**src/rtl/timer_ctrl.sv**
```systemverilog
// -----------------------------------------------------------------------------
// timer_ctrl - start/stop/pause timer with periodic and one-shot modes.
// Optional interrupt: TIMER_CTRL_IRQ_EN.  Rev 1.0
// -----------------------------------------------------------------------------
`default_nettype none

module timer_ctrl #(
  parameter int WIDTH = 8
) (
  input  logic             clk,
  input  logic             rst_n,
  input  logic             cfg_valid,
  output logic             cfg_ready,
  input  logic [WIDTH-1:0] cfg_period,
  input  logic             cfg_periodic,
  input  logic             start,
  input  logic             stop,
  output logic             busy,
  output logic             tick,
`ifdef TIMER_CTRL_IRQ_EN
  input  logic             irq_clr,
  output logic             irq,
`endif
  output logic [WIDTH-1:0] count
);

  typedef enum logic [1:0] {
    IDLE  = 2'd0,
    RUN   = 2'd1,
    PAUSE = 2'd2,
    DONE  = 2'd3
  } state_t;

  state_t           r_state;
  logic [WIDTH-1:0] r_count;
  logic [WIDTH-1:0] r_period;
  logic             r_periodic;
  logic             w_term;

  assign w_term    = (r_count == r_period);
  assign tick      = (r_state == RUN) && w_term;
  assign busy      = (r_state == RUN) || (r_state == PAUSE);
  assign cfg_ready = (r_state == IDLE) || (r_state == DONE);
  assign count     = r_count;

  always_ff @(posedge clk or negedge rst_n) begin
    if (!rst_n) begin
      r_state    <= IDLE;
      r_count    <= '0;
      r_period   <= '0;
      r_periodic <= 1'b0;
    end else begin
      case (r_state)
        IDLE, DONE: begin
          if (cfg_valid) begin
            r_period   <= cfg_period;
            r_periodic <= cfg_periodic;
          end
          if (start && !stop) begin
            r_count <= '0;
            r_state <= RUN;
          end
        end
        RUN: begin
          // The terminal condition wins over stop for the count update.
          if (w_term) begin
            if (r_periodic) begin
              r_count <= '0;
              r_state <= stop ? PAUSE : RUN;
            end else begin
              r_state <= DONE;
            end
          end else begin
            r_count <= r_count + WIDTH'(1);
            if (stop) r_state <= PAUSE;
          end
        end
        PAUSE: begin
          if (stop) begin
            r_state <= IDLE;
            r_count <= '0;
          end else if (start) begin
            r_state <= RUN;
          end
        end
        default: r_state <= IDLE;
      endcase
    end
  end

`ifdef TIMER_CTRL_IRQ_EN
  always_ff @(posedge clk or negedge rst_n) begin
    if (!rst_n)       irq <= 1'b0;
    else if (tick)    irq <= 1'b1;
    else if (irq_clr) irq <= 1'b0;
  end
`endif

endmodule

`default_nettype wire

```
**config.mk**
```make
export PLATFORM = sky130hd
export DESIGN_NAME = timer_ctrl
export DESIGN_NICKNAME = d
export VERILOG_FILES = /design/src/rtl/timer_ctrl.sv
export SDC_FILE = /design/constraint.sdc
export NUM_CORES = 1
export LEC_CHECK = 0
export ABC_CLOCK_PERIOD_IN_PS = 2600
export CAP_MARGIN = 20
export CORE_MARGIN = 2
export CORE_UTILIZATION = 50
export DETAILED_ROUTE_END_ITERATION = 7
export PLACE_DENSITY_LB_ADDON = 0.15
export SYNTH_ARGS = -nofsm -noshare
export SYNTH_HDL_FRONTEND = slang
export SYNTH_SLANG_ARGS = --single-unit
```
**constraint.sdc**
```tcl
create_clock -name clk -period 2.6 [get_ports clk]
set_input_delay 0.65 -clock clk [delete_from_list [all_inputs] [get_ports clk]]
set_output_delay 0.65 -clock clk [all_outputs]
set_load 0.02 [all_outputs]
```
# Word level (Yosys, flattened, before mapping)

Index checks and enable logic that the tools add are counted.

Register bits after elaboration: 19
Logic and storage cells: 37

$add $sub $neg: 1
Equality and inequality tests: 9
Muxes and demuxes: 13
Reduce and logical (&&, ||, !) cells: 10

Operators by type and width:

| cell                  | count |
|---|---|
| $mux W8               | 4 |
| $pmux W8 S3           | 1 |
| $mux W2               | 7 |
| $ne A3 B3 Y1 const B  | 3 |
| $add A8 B1 Y8 const B | 1 |
| $eq A8 B8 Y1          | 1 |
| $pmux W2 S3           | 1 |
| $reduce_and A3 Y1     | 2 |
| $eq A2 B2 Y1 const B  | 2 |
| $ne A2 B2 Y1 const B  | 2 |
| $eq A2 B1 Y1 const B  | 1 |
| $logic_and A1 B1 Y1   | 2 |
| $logic_not A2 Y1      | 1 |
| $logic_or A1 B1 Y1    | 2 |
| $reduce_and A2 Y1     | 1 |
| $reduce_or A2 Y1      | 1 |
| $logic_not A1 Y1      | 1 |

# Depth between registers and ports, before layout

Depth after elaboration: 4
Mapped depth: 8
Depth with buffers taken out: 7

# Least setup slack after synthesis

No wires, ideal clock.

Kind: reg-to-output
Start: register r_count[4] (netlist: count[4])
End: output tick
Arrival: 1.700 ns
Data required time: 1.950 ns
Path slack: 0.250 ns
Stages on the path, launching flop included: 7
Cell sequence: dfrtp_1 -> buf_6 -> xor2_1 -> nor4_2 -> nand2_2 -> buf_4 -> nor2_1

Cells in the longest elaborated chain, start to end: 2

RTL lines:

| item                     | RTL line | source |
|---|---|---|
| start: declaration       | 35       | `logic [WIDTH-1:0] r_count;` |
| start signal: assignment | 74       | `r_count <= r_count + WIDTH'(1);` |
| $eq A8 B8 Y1             | 40       | `assign w_term = (r_count == r_period);` |
| $logic_and A1 B1 Y1      | 41       | `assign tick = (r_state == RUN) && w_term;` |
| end: declaration         | 19       | `output logic tick,` |

No other way between the ends.

# Worst setup path in the final report

Start: register r_state[0]
End: output cfg_ready

Cells in the longest elaborated chain, start to end: 2

RTL lines:

| item                                             | RTL line | source |
|---|---|---|
| start: declaration                               | 34       | `state_t r_state;` |
| start signal: assignment                         | 69       | `r_state <= stop ? PAUSE : RUN;` |
| $eq A2 B2 Y1 or $logic_not A2 Y1 (tied branches) | 43       | `assign cfg_ready = (r_state == IDLE) \|\| (r_state == DONE);` |
| $logic_or A1 B1 Y1 (*)                           | 43       |  |
| end: declaration                                 | 13       | `output logic cfg_ready,` |

Every way passes the cells marked *; elsewhere a longest branch is shown, timed or not.

==> reports/qor.yml <==
ios: 25
clock_skew_ps: 9.218
synth-edff-count: 0
ys_ff_latch: 19
powerDensity_nw_per_um2: 956.0
drc: 0
yosys-top-cells-area: "dfrtp_1, mux2_2, xor2_1"
arrival_ps: 1850
hold_path_class: "reg2reg"
grtUsageTotal: 0.2237
syn_to_final_growth_pct: 28.56
htreeDepth: 1
finalCriticalPeriod_ps: 2498
final_nets: 164
critPathRequiredTime_ps: 1950
first_pass_iters: 4
cts_sinks: 19
path_max_fanout: 12
synth_top_area_frac: 0.4034
r2r_end: "count[0]$_DFFE_PN0P_"
ctsLongestPathBuffers: 2
r2r.worst_path.cells: 6
avgViaCountPerCell: 5.793
synth_ff_type: "dfrtp_1"
dp_hpwl_mm: 2.024
drtIter0Drc: 17
worst_skew_pair.late_latency_ps: 310
tritoncts: "built"
max-cap-violations: 0
core_um2: 2212
yosysWarnings: 0
endpoint_kind: "output pin"
grt_max_degree: 20
gp_congestion: 0.8327
worst_slew_pin_slew_ps: 354.7
criticalPathCategory: "reg2out"
reg2reg_from: "count[0]$_DFFE_PN0P_"
grt_overflow: 0
wl_per_cell_um: 15.02
antenna_found_initial: 0
ys_types: 36
startpoint: "r_state[0]$_DFFE_PN0P_"
die_w_um: 52.55
setup_viol: 0
ant_nets: 0
slew-limit-headroom: 0.7615
placed_area_um2: 1480
dieHeight_um: 52.55
first_global_vias: 1019
synth_top_cell_by_area: "dfrtp_1"
root_buffer: "clkbuf_4"
rsz0062_at_grt: "false"
start_util: 0.5328
syn-num-nets: 133
design_area_um2: 1515
row_count: 17
hp-start: "r_period[5]$_DFFE_PN0P_"
cts_buffers: 3
whs_path_depth: 1
numPortBuffers: 24
hold_buffers: 0
synthesis.instances: 116
setup_tns_ps: 0
start_kind: "flop"
status: "completed"
syn_area_um2: 1179
fp.dieArea_um2: 2762
fmax_mhz: 400.4
grt_pass1_wl_mm: 4.478
r2r_slack_ps: 700
vias: 1008
final_hold_viol_count: 0
post_route_cells_drive_above_1_share: 0.1986
diodes: 0
drt-total-wl_mm: 2.614
min_to: "r_period[5]$_DFFE_PN0P_"
drv_slew: 0
clk_pin_slew_ps: 120
fin_crit_sh: 0.9606
ir_drop_v: 0.0006327
syn_area_per_cell_um2: 10.16
power.leakage_nw: 0.6884
synth_seq_area_share: 0.4034
async_flop_share: 1.000
[layout by cell type, fill, tap and decap left out]
cell type / instances
a211oi_1: 1
a21bo_2: 1
a21o_1: 1
a21oi_1: 3
a22oi_1: 1
a32o_1: 1
a32oi_1: 6
and2_1: 1
and3_1: 3
buf_4: 8
clkbuf_4: 3
clkdlybuf4s15_1: 1
clkdlybuf4s50_1: 22
clkinvlp_4: 1
dfrtp_1: 19
dlymetal6s2s_1: 1
ha_1: 2
ha_2: 1
inv_1: 6
mux2_1: 3
mux2_2: 10
mux2_4: 1
mux2i_1: 2
nand2_1: 8
nand2_2: 1
nand2b_1: 1
nand3_1: 2
nand4_1: 2
nor2_1: 4
nor2b_1: 1
nor3_1: 4
nor3b_1: 1
nor4_2: 2
o211ai_2: 1
o21ai_0: 8
o21ai_1: 3
o311ai_0: 1
o31ai_1: 1
xor2_1: 8
[through the flow]
stage / utilization / instances / power (mW) / hold WS [ps] / worst slack [ps]
2_1_floorplan: - / 116 / 1.041 / 354.4 / 250.3
3_3_place_gp: 0.6691 / 170 / 1.263 / 507.7 / 250.3
3_5_place_dp: 0.6691 / 170 / 1.290 / 521.9 / 194.3
4_1_cts: 0.6821 / 174 / 1.446 / 548.2 / 4.367
5_1_grt: 0.6850 / 174 / 1.563 / 568.4 / 5.804
6_report: 0.6850 / 174 / 1.448 / 542.6 / 102.4
[layer usage]
metal,GRT usage,wire [µm]
met3,0.06857,130
met5,0,0
met4,0.06410,25
met2,0.3729,1317
met1,0.2774,1141
[sequential cells by signal, summed over array words and instances (netlist names)]
register    flops
count           8
r_period        8
r_state         2
r_periodic      1
[final cells by class]
type	instances	area (µm²)
multi-input combinational	85	649.4
fill	187	696.9
clock buffer	3	22.52
timing repair buffer	32	302.8
sequential	19	475.5
clock inverter	1	7.507
inverter	6	22.52
tap	28	35.03
[cell families (layout without fill, tap and decap cells)]
family / Yosys count / in the layout / share of synthesized area
mux: 16 / 16 / 0.1539
buf+inv: 12 / 42 / 0.04777
compound gates: 28 / 28 / 0.1645
simple gates: 30 / 30 / 0.1391
fa+ha+maj: 3 / 3 / 0.03185
flops: 19 / 19 / 0.4034
xor+xnor: 8 / 8 / 0.05945
[worst max path at each step]
stage	end	depth (start not counted)
CTS	busy	4
detailed placement	tick	5
finish	cfg_ready	3
global placement	tick	5
floorplan	tick	6
global route	cfg_ready	3
[synth_stat cells (2+ instances only)]
cell      count
ha_1          3
inv_1         6
a21oi_1       3
o21ai_1       3
xor2_1        8
nor3_1        4
nand3_1       2
mux2i_1       2
clkbuf_1      3
nand4_1       2
a32oi_1       6
nand2_1       8
and3_1        3
mux2_2       10
o21ai_0       8
mux2_1        3
nor2_1        4
dfrtp_1      19
nor4_2        2
[worst max-delay path, stage by stage, from the launching register on]
cell and delay (ps):
dfrtp_1 410, inv_1 70, ha_2 430, clkdlybuf4s50_1 630
[power breakdown]
part	internal (mW)	switching [mW]
Clock	0.0586	0.0976
Combinational	0.378	0.418
Sequential	0.398	0.0979
Total	0.835	0.614
[what timing repair did]
action,4_1_cts,5_1_grt
buffers inserted,0,0
gates resized for setup,1,3
setup endpoints to repair,1,3
Power figures use the tool's default switching activity.
